$ cat src/rtl/p_bit_field_accumulator.sv
// Serial local-field accumulator for a p-bit: I = h + sum_j J_j * m_j, with m_j = +1/-1 from
// neighbour outputs, saturated to the p-bit input width. Weights and bias load via a write port.
module p_bit_field_accumulator #(
    parameter int unsigned N         = 4,
    parameter int unsigned W_WIDTH   = 4,
    parameter int unsigned ACC_WIDTH = 8,
    parameter int unsigned OUT_WIDTH = 4,
    parameter int unsigned AW        = 2
) (
    input  logic                        clk_i,
    input  logic                        rst_ni,
    input  logic                        we_i,
    input  logic [AW:0]                 waddr_i,
    input  logic signed [W_WIDTH-1:0]   wdata_i,
    input  logic                        start_i,
    input  logic [N-1:0]                spins_i,
    output logic                        busy_o,
    output logic                        valid_o,
    output logic signed [OUT_WIDTH-1:0] input_val_o
);

    typedef enum logic [1:0] {StIdle, StAccum, StDone} state_e;

    localparam logic signed [ACC_WIDTH-1:0] AccMax = ACC_WIDTH'((2 ** (OUT_WIDTH - 1)) - 1);
    localparam logic signed [ACC_WIDTH-1:0] AccMin = ACC_WIDTH'(-(2 ** (OUT_WIDTH - 1)));

    state_e                        state_q;
    logic signed [W_WIDTH-1:0]     weight_q [N];
    logic signed [W_WIDTH-1:0]     bias_q;
    logic signed [ACC_WIDTH-1:0]   acc_q;
    logic [AW-1:0]                 idx_q;
    logic [N-1:0]                  spin_q;
    logic                          busy_q;
    logic                          valid_q;
    logic signed [OUT_WIDTH-1:0]   input_val_q;

    logic                          wr_en;
    logic signed [ACC_WIDTH-1:0]   w_ext;
    logic signed [ACC_WIDTH-1:0]   term;
    logic signed [OUT_WIDTH-1:0]   sat_val;

    // Writes only land while idle and not starting, so a computation always sees one weight set.
    assign wr_en = we_i && (state_q == StIdle) && !start_i;

    always_ff @(posedge clk_i or negedge rst_ni) begin
        if (!rst_ni) begin
            for (int i = 0; i < N; i++) begin
                weight_q[i] <= '0;
            end
            bias_q <= '0;
        end else if (wr_en) begin
            if (waddr_i[AW]) begin
                bias_q <= wdata_i;
            end else if ({1'b0, waddr_i[AW-1:0]} < (AW + 1)'(N)) begin
                weight_q[waddr_i[AW-1:0]] <= wdata_i;
            end
        end
    end

    always_comb begin
        w_ext = ACC_WIDTH'(weight_q[idx_q]);
        // Negation happens after sign extension so the most negative weight cannot wrap.
        term  = spin_q[idx_q] ? w_ext : -w_ext;
        if (acc_q > AccMax) begin
            sat_val = AccMax[OUT_WIDTH-1:0];
        end else if (acc_q < AccMin) begin
            sat_val = AccMin[OUT_WIDTH-1:0];
        end else begin
            sat_val = acc_q[OUT_WIDTH-1:0];
        end
    end

    always_ff @(posedge clk_i or negedge rst_ni) begin
        if (!rst_ni) begin
            state_q     <= StIdle;
            acc_q       <= '0;
            idx_q       <= '0;
            spin_q      <= '0;
            busy_q      <= 1'b0;
            valid_q     <= 1'b0;
            input_val_q <= '0;
        end else begin
            valid_q <= 1'b0;
            unique case (state_q)
                StIdle: begin
                    if (start_i) begin
                        spin_q  <= spins_i;
                        acc_q   <= ACC_WIDTH'(bias_q);
                        idx_q   <= '0;
                        busy_q  <= 1'b1;
                        state_q <= StAccum;
                    end
                end
                StAccum: begin
                    acc_q <= acc_q + term;
                    idx_q <= idx_q + AW'(1);
                    if (idx_q == AW'(N - 1)) begin
                        busy_q  <= 1'b0;
                        state_q <= StDone;
                    end
                end
                StDone: begin
                    input_val_q <= sat_val;
                    valid_q     <= 1'b1;
                    state_q     <= StIdle;
                end
                default: state_q <= StIdle;
            endcase
        end
    end

    assign busy_o      = busy_q;
    assign valid_o     = valid_q;
    assign input_val_o = input_val_q;

endmodule

$ cat config.mk
export PLATFORM = sky130hd
export DESIGN_NAME = p_bit_field_accumulator
export DESIGN_NICKNAME = d
export VERILOG_FILES = /design/src/rtl/p_bit_field_accumulator.sv
export SDC_FILE = /design/constraint.sdc
export NUM_CORES = 1
export LEC_CHECK = 0
export CORE_ASPECT_RATIO = 1.4
export CORE_MARGIN = 10
export CORE_UTILIZATION = 40
export DETAILED_ROUTE_END_ITERATION = 10
export PLACE_DENSITY = 0.67
export SYNTH_ARGS = -nofsm -noshare
export SYNTH_HDL_FRONTEND = slang
export SYNTH_SLANG_ARGS = --single-unit
$ cat constraint.sdc
create_clock -name clk_i -period 3.14 [get_ports clk_i]
set_clock_uncertainty 0.2 [all_clocks]
set_input_delay 0.314 -clock clk_i [delete_from_list [all_inputs] [get_ports clk_i]]
set_output_delay 0.314 -clock clk_i [all_outputs]
set_load 0.05 [all_outputs]
==> results of run 1 <==
==> synth_stat cells <==
cell type and n:
sky130_fd_sc_hd__a21o_1 3, sky130_fd_sc_hd__a21oi_1 12, sky130_fd_sc_hd__a221o_1 1, sky130_fd_sc_hd__a22oi_1 2, sky130_fd_sc_hd__and2_1 1, sky130_fd_sc_hd__buf_1 1
sky130_fd_sc_hd__buf_6 1, sky130_fd_sc_hd__clkbuf_1 1, sky130_fd_sc_hd__dfrtp_1 42, sky130_fd_sc_hd__fa_1 1, sky130_fd_sc_hd__ha_1 12, sky130_fd_sc_hd__inv_1 8
sky130_fd_sc_hd__mux2_2 26, sky130_fd_sc_hd__mux4_1 3, sky130_fd_sc_hd__mux4_2 2, sky130_fd_sc_hd__nand2_1 17, sky130_fd_sc_hd__nand2_2 1, sky130_fd_sc_hd__nand2b_1 4
sky130_fd_sc_hd__nand3_1 6, sky130_fd_sc_hd__nand4_1 3, sky130_fd_sc_hd__nor2_1 6, sky130_fd_sc_hd__nor2b_1 2, sky130_fd_sc_hd__nor3_1 3, sky130_fd_sc_hd__nor3b_1 2
sky130_fd_sc_hd__nor4_1 2, sky130_fd_sc_hd__o21ai_0 12, sky130_fd_sc_hd__o21ai_2 1, sky130_fd_sc_hd__o21bai_1 2, sky130_fd_sc_hd__or2_2 1, sky130_fd_sc_hd__or3_1 1
sky130_fd_sc_hd__xnor2_1 3, sky130_fd_sc_hd__xor2_1 4
==> cell families after synthesis <==
| kind of cell | after synthesis |
|---|---|
| AO/OA/AOI/OAI | 33 |
| adder cells (fa/ha/maj) | 13 |
| flip-flops | 42 |
| AND/OR/NAND/NOR | 49 |
| XOR/XNOR | 7 |
| buffers and inverters | 11 |
| multiplexers | 31 |
==> what timing repair did <==
action | 4_1_cts | 5_1_grt
endpoints found under the hold margin | 42 | 0
pin swaps | 10 | 13
hold buffers | 1 | 0
gates resized for setup | 17 | 20
setup endpoints to repair | 3 | 3
setup buffers | 4 | 5
==> worst min path at each step <==
stage | startpoint | end | slack, ps
floorplan | rst_ni | acc_q[0] | -180
global placement | input_val_o[2] | input_val_o[2] | 250
detailed placement | input_val_o[2] | input_val_o[2] | 250
CTS | input_val_o[2] | input_val_o[2] | 270
global route | busy_o | busy_o | 310
finish | input_val_o[2] | input_val_o[2] | 270
==> critical path, cell delays in order, from the launching register on <==
cell and delay, ps:
sky130_fd_sc_hd__dfrtp_2 440, sky130_fd_sc_hd__buf_6 140, sky130_fd_sc_hd__mux4_2 560, sky130_fd_sc_hd__or2_4 310, sky130_fd_sc_hd__o21ai_4 210, sky130_fd_sc_hd__ha_4 240
sky130_fd_sc_hd__a21oi_1 160, sky130_fd_sc_hd__nand3_1 130, sky130_fd_sc_hd__nor2_1 150, sky130_fd_sc_hd__xor2_1 100, sky130_fd_sc_hd__or3_1 370, sky130_fd_sc_hd__nand3_1 90
==> state kept, by name, summed over array words and instances (netlist names) <==
name         count
acc_q            8
weight_q        16
spin_q           4
state_q          2
bias_q           4
input_val_o      4
valid_o          1
idx_q            2
busy_o           1
==> stage by stage <==
step,area (sq um),TNS (ps)
finish,2880,-30.6
floorplan,2180,0
global placement,2560,-257
global route,2880,-464
CTS,2740,0
detailed placement,2560,-456
==> cell type report <==
| type | count | area share |
|---|---|---|
| sequential | 42 | 0.365 |
| timing repair buffer | 45 | 0.136 |
| multi-input combinational | 133 | 0.426 |
| tap | 66 | 0.0286 |
| inverter | 8 | 0.0113 |
| clock inverter | 2 | 0.00434 |
| clock buffer | 6 | 0.0286 |
==> layout by cell type (no fill, tap or decap), types with 2 or more instances in the layout <==
cell,n
sky130_fd_sc_hd__nor2_1,5
sky130_fd_sc_hd__nor3b_1,2
sky130_fd_sc_hd__ha_1,6
sky130_fd_sc_hd__a21o_1,3
sky130_fd_sc_hd__nand3_1,5
sky130_fd_sc_hd__nand2b_1,4
sky130_fd_sc_hd__o21ai_0,9
sky130_fd_sc_hd__mux2_2,26
sky130_fd_sc_hd__xor2_1,3
sky130_fd_sc_hd__xnor2_1,3
sky130_fd_sc_hd__clkbuf_8,6
sky130_fd_sc_hd__clkdlybuf4s50_1,19
sky130_fd_sc_hd__dfrtp_1,41
sky130_fd_sc_hd__nor3_1,2
sky130_fd_sc_hd__mux4_2,5
sky130_fd_sc_hd__buf_4,22
sky130_fd_sc_hd__a22oi_1,2
sky130_fd_sc_hd__nand4_1,3
sky130_fd_sc_hd__nand2_1,17
sky130_fd_sc_hd__nor4_1,2
sky130_fd_sc_hd__o21ai_4,2
sky130_fd_sc_hd__o21bai_1,2
sky130_fd_sc_hd__a21oi_1,7
sky130_fd_sc_hd__o21ai_2,2
sky130_fd_sc_hd__ha_4,6
sky130_fd_sc_hd__buf_6,2
sky130_fd_sc_hd__inv_1,6
sky130_fd_sc_hd__a21oi_2,5
==> metal layers <==
metal / global-route usage / wire length [um] / up-vias
li1: - / - / 766
met1: 0.122 / 1900 / 773
met2: 0.206 / 2640 / 28
met3: 0.0209 / 155 / 9
met4: 0.0622 / 115 / 0
met5: 0 / 0 / -
==> parameters.txt, run 1 <==
Parameter                              Value

Setup path
  Last element of the critical path    acc_q[7]
  Crit Reg-Reg Endpoint    acc_q[7]
  R2R Setup Slk    -30 ps
  CP Capture Type    register
  Count of cells along the worst register-to-register path    11
  Data arrival time of the critical path    3210 ps
  Worst setup startpoint    idx_q[0]
  Max FO, Critical Path    5
  Critical path class    register to register
  Startpoint type of the worst setup path    register
  Startpoint of the worst register-to-register path    idx_q[0]
  Critical Path RT    3180 ps

Clock tree
  Clock Tree Buf Depth    2
  Clock slew at the register clock pins of the worst setup and hold paths    80 ps
  Sinks on the clock net    42
  Clock latency reported for the late side of the worst-skew pair    300 ps
  Root buffer selected by CTS    sky130_fd_sc_hd__clkbuf_8
  Max H-tree Level    2
  Clock tree from TritonCTS    done
  Total CTS buffers    5

Global route
  Initial antenna violation count    0
  Global-route wire length before repair    7870 um
  Largest net degree at the start of global routing    43
  Vias in the first global route    1,667
  GRT Residual Overflow    0
  GR Util All Layers    0.116

Logic synthesis
  Mux contribution to synthesized area    0.191
  Syn Std Cell Area    2180 sq um
  YS warnings    0
  Post-synthesis compound-gate area fraction    0.0878
  Synthesized-area fraction occupied by and/or/nand/nor cells    0.110
  Portion of the post-synthesis area used by sequential elements    0.482
  Area share of the largest cell type after synthesis    0.482
  Main combinational cell family by area after synthesis    multiplexers
  Flop and latch count out of synthesis    42
  Top cells by area in the synthesized netlist    sky130_fd_sc_hd__dfrtp_1 (48%), sky130_fd_sc_hd__mux2_2 (13%), sky130_fd_sc_hd__ha_1 (6.9%)
  Net count of the mapped netlist    214
  Post-synthesis xor/xnor area fraction    0.0281
  Unique masters post-synth    32
  Cells after Synth    186
  Average cell area after synthesis    11.7 sq um
  Cell taking the most area after synthesis    sky130_fd_sc_hd__dfrtp_1
  Adder-cell area share of the yosys netlist    0.0781

STA
  Upper clock frequency limit    0.315 GHz
  Final Max Tran Viols    0
  Worst-Margin Slew    901 ps
  Final setup margin    -30.6 ps
  Final hold vios    0
  Final period demand of the worst path    3170 ps
  Share of the clock period used by the worst path    1.01
  Final number of setup-violating endpoints    1
  Worst hold margin    269 ps
  Unrepaired setup endpoints after global routing    yes
  Worst slew margin    0.399

Floorplan
  Number of core rows    31
  Vertical die dimension    107 um
  Overall die width    82.4 um
  Initial Util    0.416
  Die area    8840 sq um
  IO Pins    21
  Core Region    5240 sq um

Min path
  Cell depth of the worst hold path    2
  Hold crit path type    register to register

Cells and area
  Fin cells    302
  P&R area growth vs syn    32.3%
  Footprint of the multi-input gates    1230 sq um
  Share of post-route cells with drive strength above 1    0.381
  Total inserted antenna cells    0
  FF/Latch Area    1050 sq um
  Layout Nets    263
  Fill cell total of the finished layout    439
  Final standard cell utilization of the core    0.551

Drt
  Post-detailed-routing wire length    4810 um
  Detailed Routing Iterations Pass 1    4
  First-iteration detailed-routing DRC count    97
  Number of remaining DRC errors    0
  Number of vias per cell    5.22
  Number of nets with antenna violations after routing    0
  Total number of vias    1,576
  Detailed-route wire length per cell    15.9 um

Placed design
  Weighted congestion at the end of routability-driven global placement    0.871
  Post-DP HPWL    3460 um
  Number of input and output port buffers inserted    20
  DP Worst Slack    -216 ps
  Placed Cells    285

Status
  Result of the run    finished, violations left
  Violations in the final reports    setup timing

Job
  Max-cap check violation count    0
Power of run 1 is not shown: default switching activity piles up to over one toggle a cycle in this logic, so the estimate is an artifact.
==> run 2, diff against run 1 <==
- TNS_END_PERCENT: unset -> 10
==> run 2 against run 1 <==
Die area stayed put. Via count grew 0.76%. Largest cell class unchanged. Wire length hardly changed. The flow still finishes with violations (setup timing).
==> parameters.txt, run 2 (synthesized netlist as in run 1, its figures left out) <==
Parameter                              Value

Setup path
  Count of cells along the worst register-to-register path    11
  Levels on crit path    11
  Family with the most delay on the worst path    simple AND/OR/NAND/NOR gates
  Delay of the slowest critical-path stage    560 ps
  Critical Path RT    3170 ps
  Critical path buffers and inverters    1
  Data arrival time of the critical path    3210 ps
  Crit path cell chain    buf_6 > mux4_2 > or2_4 > o21ai_4 > ha_4 > a21oi_1 > nand3_1 > nor2_1 > xor2_1 > or3_1 > nand3_1
  CP Capture Type    register
  Library cell appearing most often on the critical path    sky130_fd_sc_hd__nand3_1
  Max FO, Critical Path    5
  Startpoint type of the worst setup path    register
  Worst path slowest cell    sky130_fd_sc_hd__mux4_2
  Critical path class    register to register

Clock tree
  Sinks on the clock net    42
  Root buffer selected by CTS    sky130_fd_sc_hd__clkbuf_8
  Clock Tree Buf Depth    2
  Clock tree from TritonCTS    done
  Clock latency reported for the late side of the worst-skew pair    300 ps
  Total CTS buffers    5
  Max H-tree Level    2
  Clock slew at the register clock pins of the worst setup and hold paths    80 ps

Floorplan
  Overall die width    82.4 um
  Initial Util    0.416
  IO Pins    21
  Number of core rows    31
  Vertical die dimension    107 um
  Core Region    5240 sq um
  Die area    8840 sq um

Cells and area
  Number of flip-flops under the largest register name    16
  Most common cell after layout, fill and taps aside    sky130_fd_sc_hd__dfrtp_1
  Total inserted antenna cells    0
  Share of post-route cells with drive strength above 1    0.381
  P&R area growth vs syn    32.3%
  Largest registers in the final layout    weight_q x16, acc_q x8
  Most flop-heavy register    weight_q
  Top library cells by usage in the layout, fill and taps aside    sky130_fd_sc_hd__dfrtp_1 (41), sky130_fd_sc_hd__mux2_2 (26), sky130_fd_sc_hd__buf_4 (22)
  Layout Nets    263

Global route
  GRT Residual Overflow    0
  Vias in the first global route    1,667
  Largest net degree at the start of global routing    43
  Global-route wire length before repair    7870 um
  GR Util All Layers    0.116
  Initial antenna violation count    0

STA
  Upper clock frequency limit    0.315 GHz
  Final number of setup-violating endpoints    1
  Unrepaired setup endpoints after global routing    yes
  Final setup margin    -32.0 ps
  Final period demand of the worst path    3170 ps
  Share of the clock period used by the worst path    1.01
  Final Max Tran Viols    0
  Worst slew margin    0.399
  Final hold vios    0
  Worst-Margin Slew    901 ps

Placed design
  Number of input and output port buffers inserted    20
  Weighted congestion at the end of routability-driven global placement    0.871
  Post-DP HPWL    3460 um
  DP Worst Slack    -216 ps

Min path
  Cell depth of the worst hold path    2
  Hold crit path type    register to register

Drt
  Number of nets with antenna violations after routing    0
  Detailed Routing Iterations Pass 1    4
  First-iteration detailed-routing DRC count    83
  Detailed-route wire length per cell    15.9 um
  Post-detailed-routing wire length    4810 um
  Number of remaining DRC errors    0
  Number of vias per cell    5.26
  Total number of vias    1,588

Job
  Max-cap check violation count    0

Status
  Violations in the final reports    setup timing
  Result of the run    finished, violations left
## run 2: cell counts in the layout (fill, tap and decap cells not counted)
Identical to the previous run, type by type.
## run 2: path summary, 6_finish.rpt
check | start | endpoint | slack [ps]
hold / removal | input_val_o[2] | input_val_o[2] | 270
hold reg to reg | input_val_o[2] | input_val_o[2] | 270
max in group asynchronous | rst_ni | idx_q[0] | 1640
setup / recovery | idx_q[0] | acc_q[7] | -30
min in group asynchronous | rst_ni | busy_o | 480
setup reg to reg | idx_q[0] | acc_q[7] | -30
## run 2: what timing repair did
action | 4_1_cts | 5_1_grt
buffers inserted | 4 | 5
hold buffers | 1 | 0
endpoints found under the setup margin | 3 | 3
gates resized for setup | 17 | 20
pin swaps | 10 | 13
hold endpoints to repair | 42 | 0
## run 2: layout make-up
type / instances / area (sq um)
fill: 439 / 2350
multi-input combinational: 133 / 1230
sequential: 42 / 1050
timing repair buffer: 45 / 393
clock buffer: 6 / 82.6
tap: 66 / 82.6
inverter: 8 / 32.5
clock inverter: 2 / 12.5
## run 2: tightest hold or removal path, stage by stage (launching register included)
cell and delay [ps]:
sky130_fd_sc_hd__dfrtp_1 340, sky130_fd_sc_hd__nand2_1 50, sky130_fd_sc_hd__nand2_1 50
## run 2: through the flow
step	cells	cell area [sq um]	hold WS, ps	TNS [ps]	util
5_1_grt	302	2880	311	-464	0.551
3_3_place_gp	285	2560	248	-257	0.489
4_1_cts	298	2740	271	0	0.524
6_report	302	2880	268	-32.0	0.551
2_1_floorplan	186	2180	-182	0	-
3_5_place_dp	285	2560	254	-456	0.489
## run 2: routing by layer
metal	vias up	wire [um]	part of all wire	global-route usage
met5	-	0	0	0
met1	779	1900	0.39	0.122
met4	0	132	0.027	0.0622
met3	13	157	0.033	0.0209
met2	33	2620	0.54	0.206
li1	763	-	-	-
Power of run 2 is left out for the same reason.
==> run 3, diff against run 2 <==
- PLACE_DENSITY: 0.67 -> unset
- PLACE_DENSITY_LB_ADDON: unset -> 0.12
==> run 3 against run 2 <==
The run now ends clean. First-iteration DRC count is 31% higher. Register-to-register slack better by 80 ps. Worst hold slack better by 19 ps. Final area is 5.6% lower. Non-clock buffer count is 6 lower. Wire length is 2.5% higher. Global-route usage is 0.71 points higher. Die area stayed put. Largest cell class unchanged.
==> parameters.txt, run 3 (synthesized netlist as in run 1, its figures left out) <==
Parameter                              Value

Status
  Result of the run    finished, final reports clean

Min path
  Hold crit path type    register to register

Floorplan
  IO Pins    21
  Number of core rows    31
  Initial Util    0.416
  Core Region    5240 sq um
  Die area    8840 sq um
  Overall die width    82.4 um
  Vertical die dimension    107 um

Global route
  GRT Residual Overflow    0
  Vias in the first global route    1,680
  Initial antenna violation count    0
  Global-route wire length before repair    8360 um
  Largest net degree at the start of global routing    43
  GR Util All Layers    0.123

Cells and area
  Most flop-heavy register    weight_q
  Number of flip-flops under the largest register name    16
  Largest registers in the final layout    weight_q x16, acc_q x8
  Fin cells    296
  Total inserted antenna cells    0
  Finished layout cell area    2720 sq um
  Most common cell after layout, fill and taps aside    sky130_fd_sc_hd__dfrtp_1
  Top library cells by usage in the layout, fill and taps aside    sky130_fd_sc_hd__dfrtp_1 (41), sky130_fd_sc_hd__mux2_2 (25), sky130_fd_sc_hd__clkdlybuf4s50_1 (19)
  Share of post-route cells with drive strength above 1    0.309
  P&R area growth vs syn    24.9%
  Layout Nets    257

Drt
  Post-Route M1 WL    1930 um
  Metal2 WL    2680 um
  First-iteration detailed-routing DRC count    109
  Detailed Routing Iterations Pass 1    4
  Number of nets with antenna violations after routing    0
  Total number of vias    1,566
  Detailed-route wire length per cell    16.7 um
  Routed length on met3    181 um
  Post-detailed-routing wire length    4930 um
  Number of remaining DRC errors    0
  Uppermost routed layer    met4
  Number of vias per cell    5.29

Clock tree
  Clock latency reported for the late side of the worst-skew pair    300 ps
  Clock tree from TritonCTS    done
  Clock slew at the register clock pins of the worst setup and hold paths    80 ps
  Root buffer selected by CTS    sky130_fd_sc_hd__clkbuf_8
  Total CTS buffers    5
  Sinks on the clock net    42
  Clock Tree Buf Depth    2
  Max H-tree Level    2

Setup path
  Max FO, Critical Path    4
  Critical path buffers and inverters    2
  Delay of the slowest critical-path stage    530 ps
  CP Capture Type    register
  Critical path class    register to register
  Library cell appearing most often on the critical path    sky130_fd_sc_hd__ha_1
  Data arrival time of the critical path    3120 ps
  Critical Path RT    3170 ps
  Crit path cell chain    mux4_2 > buf_4 > nor3_4 > inv_1 > ha_1 > o21ai_1 > ha_1 > nand4_1 > a21oi_1 > nor2_1 > xor2_1 > or3_1 > nand3_1
  Worst path slowest cell    sky130_fd_sc_hd__mux4_2
  Family with the most delay on the worst path    simple AND/OR/NAND/NOR gates
  Startpoint type of the worst setup path    register

STA
  Worst-Margin Slew    941 ps
  Final number of setup-violating endpoints    0
  Final setup margin    49.5 ps
  Final period demand of the worst path    3090 ps
  Share of the clock period used by the worst path    0.984
  Final hold vios    0
  Unrepaired setup endpoints after global routing    yes
  Final Max Tran Viols    0
  Upper clock frequency limit    0.324 GHz
  Aggregate negative setup slack    0 ps
  Worst slew margin    0.373

Placed design
  Dpl cell area    2550 sq um
  DP Worst Slack    -174 ps
  Weighted congestion at the end of routability-driven global placement    0.982
  Number of input and output port buffers inserted    20
  Placed Cells    284
  Post-DP HPWL    3720 um

Job
  Max-cap check violation count    0
[run 3: layout make-up]
cell class,instances,area (sq um)
clock inverter,1,8.76
timing repair buffer,39,340
sequential,42,1050
fill,474,2510
inverter,8,30.0
tap,66,82.6
clock buffer,7,86.3
multi-input combinational,133,1120
[run 3: worst paths after layout]
| check | start | endpoint | slack (ps) | cells past startpoint |
|---|---|---|---|---|
| max in group asynchronous | rst_ni | idx_q[0] | 1590 | 2 |
| worst max-delay path | idx_q[0] | acc_q[7] | 50 | 13 |
| worst max register to register | idx_q[0] | acc_q[7] | 50 | 13 |
| worst min register to register | input_val_o[2] | input_val_o[2] | 290 | 2 |
| min in group asynchronous | rst_ni | state_q[0] | 480 | 2 |
| worst min-delay path | input_val_o[2] | input_val_o[2] | 290 | 2 |
[run 3: worst register-to-register path: stages, from the launching register on]
cell and delay [ps]:
sky130_fd_sc_hd__dfrtp_2 410, sky130_fd_sc_hd__mux4_2 530, sky130_fd_sc_hd__buf_4 170, sky130_fd_sc_hd__nor3_4 160
sky130_fd_sc_hd__inv_1 60, sky130_fd_sc_hd__ha_1 270, sky130_fd_sc_hd__o21ai_1 70, sky130_fd_sc_hd__ha_1 320
sky130_fd_sc_hd__nand4_1 100, sky130_fd_sc_hd__a21oi_1 120, sky130_fd_sc_hd__nor2_1 70, sky130_fd_sc_hd__xor2_1 160
sky130_fd_sc_hd__or3_1 300, sky130_fd_sc_hd__nand3_1 80
[run 3: metal layers]
layer  vias to the layer above  global-route usage
met5                         -                   0
met4                         0              0.0512
met3                        13              0.0284
met2                        32               0.208
met1                       772               0.142
li1                        749                   -
[run 3: stage by stage]
step | hold WS, ps | util
4_1_cts | 292 | 0.513
3_3_place_gp | 258 | 0.488
6_report | 287 | 0.520
5_1_grt | 313 | 0.520
2_1_floorplan | -182 | -
3_5_place_dp | 273 | 0.488
[run 3: repair_timing]
action                                  in CTS  in global routing
endpoints found under the hold margin       42                  0
gates resized for setup                      7                 14
buffers inserted                             3                  0
hold buffers                                 1                  0
endpoints found under the setup margin       4                  3
pin swaps                                    5                  9
Power of run 3 is left out for the same reason.
